$ cat src/rtl/segrunner_pkg.sv
// Shared login-path definitions: ROM arbiter state encoding, requester IDs and
// default user-ROM geometry.
package segrunner_pkg;

  localparam logic [1:0] ARB_IDLE    = 2'd0;
  localparam logic [1:0] ARB_ISSUE   = 2'd1;
  localparam logic [1:0] ARB_WAIT    = 2'd2;
  localparam logic [1:0] ARB_RESPOND = 2'd3;

  localparam logic REQ_ID = 1'b0;
  localparam logic REQ_PW = 1'b1;

  localparam int ROM_ADDR_W = 3;
  localparam int ROM_DATA_W = 16;

endpackage

$ cat src/rtl/rom_access_arbiter_if.sv
// Bundle between the two login-path handlers, the ROM and rom_access_arbiter.
// slave = arbiter side, master = requesters plus ROM.
interface rom_access_arbiter_if
  import segrunner_pkg::*;
#(
  parameter int ADDR_W = ROM_ADDR_W,
  parameter int DATA_W = ROM_DATA_W
);
   logic              req0_valid;
   logic [ADDR_W-1:0] req0_addr;
   logic              req0_ack;
   logic              req1_valid;
   logic [ADDR_W-1:0] req1_addr;
   logic              req1_ack;
   logic              rsp0_valid;
   logic              rsp1_valid;
   logic [DATA_W-1:0] rsp_data;
   logic              rom_en;
   logic [ADDR_W-1:0] rom_addr;
   logic [DATA_W-1:0] rom_data;
   logic              busy;

   modport slave (
      input  req0_valid, req0_addr, req1_valid, req1_addr, rom_data,
      output req0_ack, req1_ack, rsp0_valid, rsp1_valid, rsp_data,
             rom_en, rom_addr, busy
   );

   modport master (
      output req0_valid, req0_addr, req1_valid, req1_addr, rom_data,
      input  req0_ack, req1_ack, rsp0_valid, rsp1_valid, rsp_data,
             rom_en, rom_addr, busy
   );
endinterface

$ cat src/rtl/rom_access_arbiter_picker.sv
// rom_arb_picker: combinational winner select for the ROM arbiter.
// ROM_ARB_RR_EN selects round-robin on a tie; otherwise requester 0 has fixed priority.
module rom_arb_picker
  import segrunner_pkg::*;
(
   input  logic req0Valid,
   input  logic req1Valid,
   input  logic lastOwner,
   output logic anyReq,
   output logic winner
);
   assign anyReq = req0Valid | req1Valid;

`ifdef ROM_ARB_RR_EN
   // NOTE: winner gets a default before any branch so no latch is inferred.
   always_comb begin
      winner = REQ_ID;
      if (req0Valid && req1Valid) winner = ~lastOwner;
      else if (req1Valid)         winner = REQ_PW;
   end
`else
   // Fixed priority never looks at history; the tap keeps the port consumed.
   logic unusedLastOwner;
   assign unusedLastOwner = lastOwner;

   always_comb begin
      winner = REQ_ID;
      if (req1Valid && !req0Valid) winner = REQ_PW;
   end
`endif
endmodule

$ cat src/rtl/rom_access_arbiter.sv
// Shares the single-port synchronous user ROM between the ID and password handlers.
// Build option: define ROM_ARB_RR_EN for round-robin tie-break (default fixed priority).
module rom_access_arbiter
  import segrunner_pkg::*;
#(
   parameter int ADDR_W      = ROM_ADDR_W,
   parameter int DATA_W      = ROM_DATA_W,
   parameter int ROM_LATENCY = 1
)(
   input  logic                 clk,
   input  logic                 rst,
   rom_access_arbiter_if.slave  bus
);
   localparam int CNT_W = 2;

   logic [1:0]        state;
   logic              owner;
   logic              lastOwner;
   logic [CNT_W-1:0]  latCnt;
   logic              ack0Q, ack1Q, romEnQ, rsp0Q, rsp1Q;
   logic [ADDR_W-1:0] romAddrQ;
   logic [DATA_W-1:0] rspDataQ;
   logic              anyReq, winner;

   rom_arb_picker uPicker (
      .req0Valid (bus.req0_valid),
      .req1Valid (bus.req1_valid),
      .lastOwner (lastOwner),
      .anyReq    (anyReq),
      .winner    (winner)
   );

   // NOTE: all state uses non-blocking assignments so every register samples
   // the pre-edge values regardless of statement order.
   always_ff @(posedge clk or negedge rst) begin
      if (!rst) begin
         state     <= ARB_IDLE;
         owner     <= REQ_ID;
         lastOwner <= REQ_PW;
         latCnt    <= '0;
         ack0Q     <= 1'b0;
         ack1Q     <= 1'b0;
         romEnQ    <= 1'b0;
         rsp0Q     <= 1'b0;
         rsp1Q     <= 1'b0;
         romAddrQ  <= '0;
         rspDataQ  <= '0;
      end else begin
         ack0Q  <= 1'b0;
         ack1Q  <= 1'b0;
         romEnQ <= 1'b0;
         rsp0Q  <= 1'b0;
         rsp1Q  <= 1'b0;
         case (state)
            ARB_IDLE: begin
               if (anyReq) begin
                  owner     <= winner;
                  lastOwner <= winner;
                  romAddrQ  <= (winner == REQ_PW) ? bus.req1_addr : bus.req0_addr;
                  ack0Q     <= (winner == REQ_ID);
                  ack1Q     <= (winner == REQ_PW);
                  romEnQ    <= 1'b1;
                  state     <= ARB_ISSUE;
               end
            end
            ARB_ISSUE: begin
               latCnt <= CNT_W'(ROM_LATENCY - 1);
               state  <= ARB_WAIT;
            end
            ARB_WAIT: begin
               // Counter reaches zero in the cycle the ROM word is valid.
               if (latCnt == '0) begin
                  rspDataQ <= bus.rom_data;
                  rsp0Q    <= (owner == REQ_ID);
                  rsp1Q    <= (owner == REQ_PW);
                  state    <= ARB_RESPOND;
               end else begin
                  latCnt <= latCnt - 1'b1;
               end
            end
            ARB_RESPOND: state <= ARB_IDLE;
            default:     state <= ARB_IDLE;
         endcase
      end
   end

   assign bus.req0_ack   = ack0Q;
   assign bus.req1_ack   = ack1Q;
   assign bus.rom_en     = romEnQ;
   assign bus.rom_addr   = romAddrQ;
   assign bus.rsp0_valid = rsp0Q;
   assign bus.rsp1_valid = rsp1Q;
   assign bus.rsp_data   = rspDataQ;
   assign bus.busy       = (state != ARB_IDLE);
endmodule

$ cat src/flat_wrapper.sv
// flat-port wrapper written by rule: the top's interface ports become plain ports
module rom_access_arbiter_flat import segrunner_pkg::*;
#(
   parameter int ADDR_W      = ROM_ADDR_W,
   parameter int DATA_W      = ROM_DATA_W,
   parameter int ROM_LATENCY = 1
)
  (clk, rst, bus_req0_valid, bus_req0_addr, bus_req1_valid, bus_req1_addr, bus_rom_data, bus_req0_ack, bus_req1_ack, bus_rsp0_valid, bus_rsp1_valid, bus_rsp_data, bus_rom_en, bus_rom_addr, bus_busy);
  rom_access_arbiter_if #(.ADDR_W(ADDR_W), .DATA_W(DATA_W)) bus_i ();
  input  logic clk;
  input  logic rst;
  input wire logic [$bits(bus_i.req0_valid)-1:0] bus_req0_valid;
  input wire logic [$bits(bus_i.req0_addr)-1:0] bus_req0_addr;
  input wire logic [$bits(bus_i.req1_valid)-1:0] bus_req1_valid;
  input wire logic [$bits(bus_i.req1_addr)-1:0] bus_req1_addr;
  input wire logic [$bits(bus_i.rom_data)-1:0] bus_rom_data;
  output wire logic [$bits(bus_i.req0_ack)-1:0] bus_req0_ack;
  output wire logic [$bits(bus_i.req1_ack)-1:0] bus_req1_ack;
  output wire logic [$bits(bus_i.rsp0_valid)-1:0] bus_rsp0_valid;
  output wire logic [$bits(bus_i.rsp1_valid)-1:0] bus_rsp1_valid;
  output wire logic [$bits(bus_i.rsp_data)-1:0] bus_rsp_data;
  output wire logic [$bits(bus_i.rom_en)-1:0] bus_rom_en;
  output wire logic [$bits(bus_i.rom_addr)-1:0] bus_rom_addr;
  output wire logic [$bits(bus_i.busy)-1:0] bus_busy;
  assign bus_i.req0_valid = bus_req0_valid;
  assign bus_i.req0_addr = bus_req0_addr;
  assign bus_i.req1_valid = bus_req1_valid;
  assign bus_i.req1_addr = bus_req1_addr;
  assign bus_i.rom_data = bus_rom_data;
  assign bus_req0_ack = bus_i.req0_ack;
  assign bus_req1_ack = bus_i.req1_ack;
  assign bus_rsp0_valid = bus_i.rsp0_valid;
  assign bus_rsp1_valid = bus_i.rsp1_valid;
  assign bus_rsp_data = bus_i.rsp_data;
  assign bus_rom_en = bus_i.rom_en;
  assign bus_rom_addr = bus_i.rom_addr;
  assign bus_busy = bus_i.busy;
  rom_access_arbiter #(.ADDR_W(ADDR_W), .DATA_W(DATA_W), .ROM_LATENCY(ROM_LATENCY)) u_core (.clk(clk), .rst(rst), .bus(bus_i));
endmodule
$ cat config.mk
export PLATFORM = sky130hd
export DESIGN_NAME = rom_access_arbiter_flat
export DESIGN_NICKNAME = d
export VERILOG_FILES = /design/src/rtl/segrunner_pkg.sv /design/src/rtl/rom_access_arbiter_if.sv /design/src/rtl/rom_access_arbiter_picker.sv /design/src/rtl/rom_access_arbiter.sv /design/src/flat_wrapper.sv
export SDC_FILE = /design/constraint.sdc
export NUM_CORES = 1
export LEC_CHECK = 0
export CELL_PAD_IN_SITES_DETAIL_PLACEMENT = 1
export CELL_PAD_IN_SITES_GLOBAL_PLACEMENT = 1
export CORE_ASPECT_RATIO = 0.7
export CORE_MARGIN = 5
export CORE_UTILIZATION = 35
export DETAILED_ROUTE_END_ITERATION = 6
export DONT_BUFFER_PORTS = 1
export PLACE_DENSITY = 0.67
export SYNTH_ARGS = -nofsm -noshare
export SYNTH_HDL_FRONTEND = slang
export SYNTH_SLANG_ARGS = --single-unit
$ cat constraint.sdc
create_clock -name clk -period 1.46 [get_ports clk]
set_input_delay 0.292 -clock clk [delete_from_list [all_inputs] [get_ports clk]]
set_output_delay 0.292 -clock clk [all_outputs]
set_load 0.01 [all_outputs]
# After elaboration in Yosys (flattened, before gate mapping)
# Index checks and enable logic that the tools add are counted.
[classes] addsub=1 eq_ne=6 muxes=17 n_bitwise=3 reduce_logical=10
[op_table] op="$mux 1" count=11
[op_table] op="$pmux 2 s4" count=1
[op_table] op="$reduce_and 2->1" count=4
[op_table] op="$mux 2" count=3
[op_table] op="$eq 2x2->1 const B" count=2
[op_table] op="$logic_not 2->1" count=2
[op_table] op="$ne 2x1->1 const B" count=2
[op_table] op="$pmux 2 s2" count=1
[op_table] op="$reduce_bool 2->1" count=2
[op_table] op="$mux 3" count=1
[op_table] op="$eq 2x1->1 const B" count=1
[op_table] op="$ne 2x2->1 const B" count=1
[op_table] op="$not 1->1" count=2
[op_table] op="$sub 2x1->2 const B" count=1
[op_table] op="$logic_and 1x1->1" count=1
[op_table] op="$logic_not 1->1" count=1
[op_table] op="$or 1x1->1" count=1
[totals] reg_bits=29 in_bits=26 output_inout_bits=25 word_cells=47

# Longest topological paths before layout
# Gate-level depths: netlist (run 1).
[depth] word_depth=6 depth_mapped=6 ltp_nobuf=5

# Modules after synthesis
# Synthesis (run 1) repeated with hierarchy kept, for this count alone.
[hier_totals] cells_unflattened=91 area_unflattened_um2=1266.2
[by_module_without_submodules] module="rom_access_arbiter" instances=1 cells_per_inst=89 area_each_um2=1253.7 seq_area_each_um2=752.0
[by_module_without_submodules] module="rom_arb_picker" instances=1 cells_per_inst=2 area_each_um2=12.5 seq_area_each_um2=0.0

# Worst setup path before layout (run 1)
# No wires, ideal clock.
[synth_timing] kind="reg-to-reg" from="reg u_core.state[0]" to="reg u_core.rspDataQ[15] (netlist: u_core.bus.rsp_data[15])" setup_ns=0.125 arrival_time_ns=1.322 required_ns=1.335 slack_ns=0.014 stages_incl_launch_ff=6 path_buffers=1 synth_period_minus_slack_ns=1.446 path_cell_list="dfrtp_1 -> inv_1 -> ha_1 -> nand2_2 -> clkbuf_8 -> mux2_2"
[synth_via] elab_chain_cells=2
[synth_lines] item="start: declaration" line_no="rom_access_arbiter.sv:16" text="logic [1:0] state;"
[synth_lines] item="start signal: assignment" line_no="rom_access_arbiter.sv:37" text="state <= ARB_IDLE;"
[synth_lines] item="start signal: assignment" line_no="rom_access_arbiter.sv:63" text="state <= ARB_ISSUE;"
[synth_lines] item="start signal: assignment" line_no="rom_access_arbiter.sv:68" text="state <= ARB_WAIT;"
[synth_lines] item="$eq 2x2->1" line_no="rom_access_arbiter.sv:54" text="case (state)"
[synth_lines] item="$reduce_and 2->1 (no source line)"
[synth_lines] item="end signal: assignment" line_no="rom_access_arbiter.sv:73" text="rspDataQ <= bus.rom_data;"
[synth_lines] item="end: declaration" line_no="rom_access_arbiter.sv:22" text="logic [DATA_W-1:0] rspDataQ;"
# No other way between the ends.
# A chain may end at the register's enable or synchronous reset.

# Worst setup path in the final report (run 1)
[layout_timing] from="reg u_core.state[1]" to="out bus_busy"
[layout_via] elab_chain_cells=1
[layout_lines] item="$reduce_bool 2->1" line_no="rom_access_arbiter.sv:94" text="assign bus.busy = (state != ARB_IDLE);"
[layout_lines] item="end: declaration" line_no="flat_wrapper.sv:24" text="output wire logic [$bits(bus_i.busy)-1:0] bus_busy;"
# No other way between the ends.

==> impl_metrics.json, run 1 <==
{
  "die_area_sq_um": 4660,
  "ir_worst_vdd_mv": 0.862,
  "leakage_uw": 0.000679,
  "end_kind": "output pin",
  "synthesis.nets": 118,
  "synth_top_area_share_pct": 61.4,
  "required_ps": 1170,
  "syn-instance-count": 87,
  "worst_slack_ps": 49.3,
  "core.rowCount": 17,
  "design.core.area_sq_um": 3190,
  "hold_violations": 0,
  "final_util_pct": 44.8,
  "n_antenna_cell": 0,
  "crit_family": "flip-flops",
  "nets": 133,
  "cts.sinks": 29,
  "hp-class": "in2reg",
  "antenna_left": 0,
  "n_fill_cell": 332,
  "die_y_um": 58.6,
  "syn_to_final_growth_pct": 21.0,
  "drive_gt1_share_pct": 37.9,
  "synth.top_cells.by_area": "dfrtp_1 61%, mux2_2 15%, ha_1 5.3%",
  "start_util_pct": 37.0,
  "reg2regPathDepth": 5,
  "fmax_mhz": 709,
  "drt_drc_violations_left": 0,
  "grt-ovfl-total": 0,
  "skew_ps": 5.45,
  "clk_pin_slew_ps": 60,
  "cts_root_buf": "clkbuf_8",
  "syn_area_per_cell_sq_um": 13.6,
  "synth_cell_types": 24,
  "first_iter_violations": 36,
  "firstDrtPassIters": 2,
  "finalWirelength_um": 2480,
  "port_buffers": 0,
  "grtUsageTotal_pct": 11.6,
  "cts_max_path_buffers": 2,
  "startpoint_type": "flip-flop",
  "status": "completed",
  "synth_common_cells": "29 x dfrtp_1, 16 x mux2_2, 7 x inv_1",
  "tightest_slew_ps": 314,
  "vias": 712,
  "crit_top_cell": "inv_2",
  "synthFlopType": "dfrtp_1",
  "preCtsSetupSlack_ps": -48.7,
  "drv_slew": 0,
  "place.gp.congestion": 0.657,
  "slowest_delay_ps": 410,
  "seq_area_frac_synth_pct": 61.4,
  "ys_ff_latch": 29,
  "synth_top_area_cell": "dfrtp_1",
  "setup_viol": 0,
  "dpl-instance-area_sq_um": 1250,
  "p_per_area_nw_per_um2": 2410,
  "crit_path_top_delay_cell": "dfrtp_1",
  "cp_max_fo": 4,
  "grt_pass1_wl_um": 4050,
  "crit_chain": "inv_2 > ha_1 > inv_2 > buf_4",
  "holdWs_ps": 165,
  "finalSetupTns_ps": 0,
  "cp.depth": 4,
  "cp_num_buf_inv": 3,
  "synth-edff-count": 0,
  "postLayoutCellArea_sq_um": 1430,
  "grt_max_degree": 30,
  "numCtsBuffers": 5,
  "worstHoldPathCells": 1,
  "fin_crit_ps": 1410,
  "synthArstFlopShare_pct": 100,
  "relSlewSlack_pct": 78.9,
  "grt_pass1_vias": 774,
  "clock_latency_ps": 270,
  "maxCapViolations": 0,
  "netlist_area_sq_um": 1180,
  "synth_warnings": 0,
  "yosysMostFrequentCell": "dfrtp_1",
  "die_w_um": 79.4,
  "routed_via_density": 5.05,
  "crit_arrival_ps": 1120,
  "critical_path_class": "reg2out",
  "fin_crit_sh_pct": 96.6,
  "wire_per_inst_um": 17.6,
  "antenna_found_initial": 0,
  "cts_tree": "done",
  "post-dp-hpwl_um": 1810,
  "cts.htree.levels": 2,
  "ioPinCount": 51
}
## final cells by class
type,count,area (sq um),area share (%)
Clock buffer,7,86.3,6.04
Clock inverter,1,30.0,2.10
Inverter,7,26.3,1.84
Multi-Input combinational cell,49,423,29.6
Sequential cell,29,726,50.8
Tap cell,38,47.5,3.33
Timing Repair Buffer,10,90.1,6.30
## repair_timing
item / 4_1_cts / 5_1_grt
endpoints found under the setup margin: 20 / 2
setup buffers: 1 / 2
hold endpoints to repair: 29 / 0
gates resized for setup: 4 / 1
hold buffers: 2 / 0
## cells in the final DEF (no fill, tap or decap), drive strengths merged
cell	netlist	layout
o31a	1	1
nand2	5	5
and3	2	2
bufinv	0	1
nor3	1	1
o22ai	1	1
o32a	1	1
mux2	16	16
and2	1	1
o2bb2ai	1	1
a21o	2	2
clkbuf	1	7
nor2	2	2
o21ai	2	2
ha	5	5
nor2b	1	1
nand3	6	6
buf	1	9
dfrtp	29	29
dlygate4sd3	0	1
a221o	1	1
inv	7	7
or2b	1	1
## power breakdown
| part | internal, uW | total (uW) | switching [uW] | leakage [uW] |
|---|---|---|---|---|
| logic | 594 | 1050 | 461 | 0.000266 |
| registers | 1170 | 1550 | 381 | 0.000355 |
| clock network | 556 | 847 | 291 | 0.0000585 |
## sequential cells by signal (all words and copies together) (netlist names)
register and count:
u_core.bus.rom_en 1, u_core.state 2, u_core.bus.req0_ack 1, u_core.bus.rom_addr 3, u_core.owner 1, u_core.bus.rsp0_valid 1, u_core.bus.rsp1_valid 1, u_core.bus.req1_ack 1
u_core.bus.rsp_data 16, u_core.latCnt 2
## per-stage QoR
stage	power (uW)	cells
finish	3450	141
global route	3690	141
CTS	3460	139
detailed placement	2510	128
global placement	2450	128
floorplan	2210	87
## worst paths after layout
| path | from | to | slack (ps) |
|---|---|---|---|
| min in group asynchronous | rst | u_core.bus.rsp1_valid | 460 |
| hold reg to reg | u_core.owner | u_core.bus.rsp0_valid | 470 |
| max in group asynchronous | rst | u_core.latCnt[1] | 840 |
| setup / recovery | u_core.state[1] | bus_busy | 50 |
| hold / removal | bus_rom_data[15] | u_core.bus.rsp_data[15] | 160 |
| setup reg to reg | u_core.state[0] | u_core.state[0] | 70 |
## routing by layer
layer	GRT usage (%)	routed length, um	vias up
li1	-	-	331
met1	14.2	1060	359
met2	18.3	1250	20
met3	5.35	169	2
met4	3.68	11	0
met5	0	0	-
## cell families (layout without fill, tap and decap cells)
| kind of cell | after synthesis | count (layout) | share of synthesized area (%) |
|---|---|---|---|
| and+or+nand+nor | 19 | 19 | 8.26 |
| AOI/OAI and AO/OA | 9 | 9 | 5.93 |
| muxes | 16 | 16 | 15.3 |
| DFF | 29 | 29 | 61.4 |
| buffers and inverters | 9 | 25 | 3.81 |
| adders and majority gates | 5 | 5 | 5.30 |
Power figures use the tool's default switching activity.
==> run 2, diff against run 1 <==
Settings changed: SKIP_LAST_GASP set to 1.
==> results of run 2 <==
The final DEF is identical to that of run 1; final timing and power are the same.
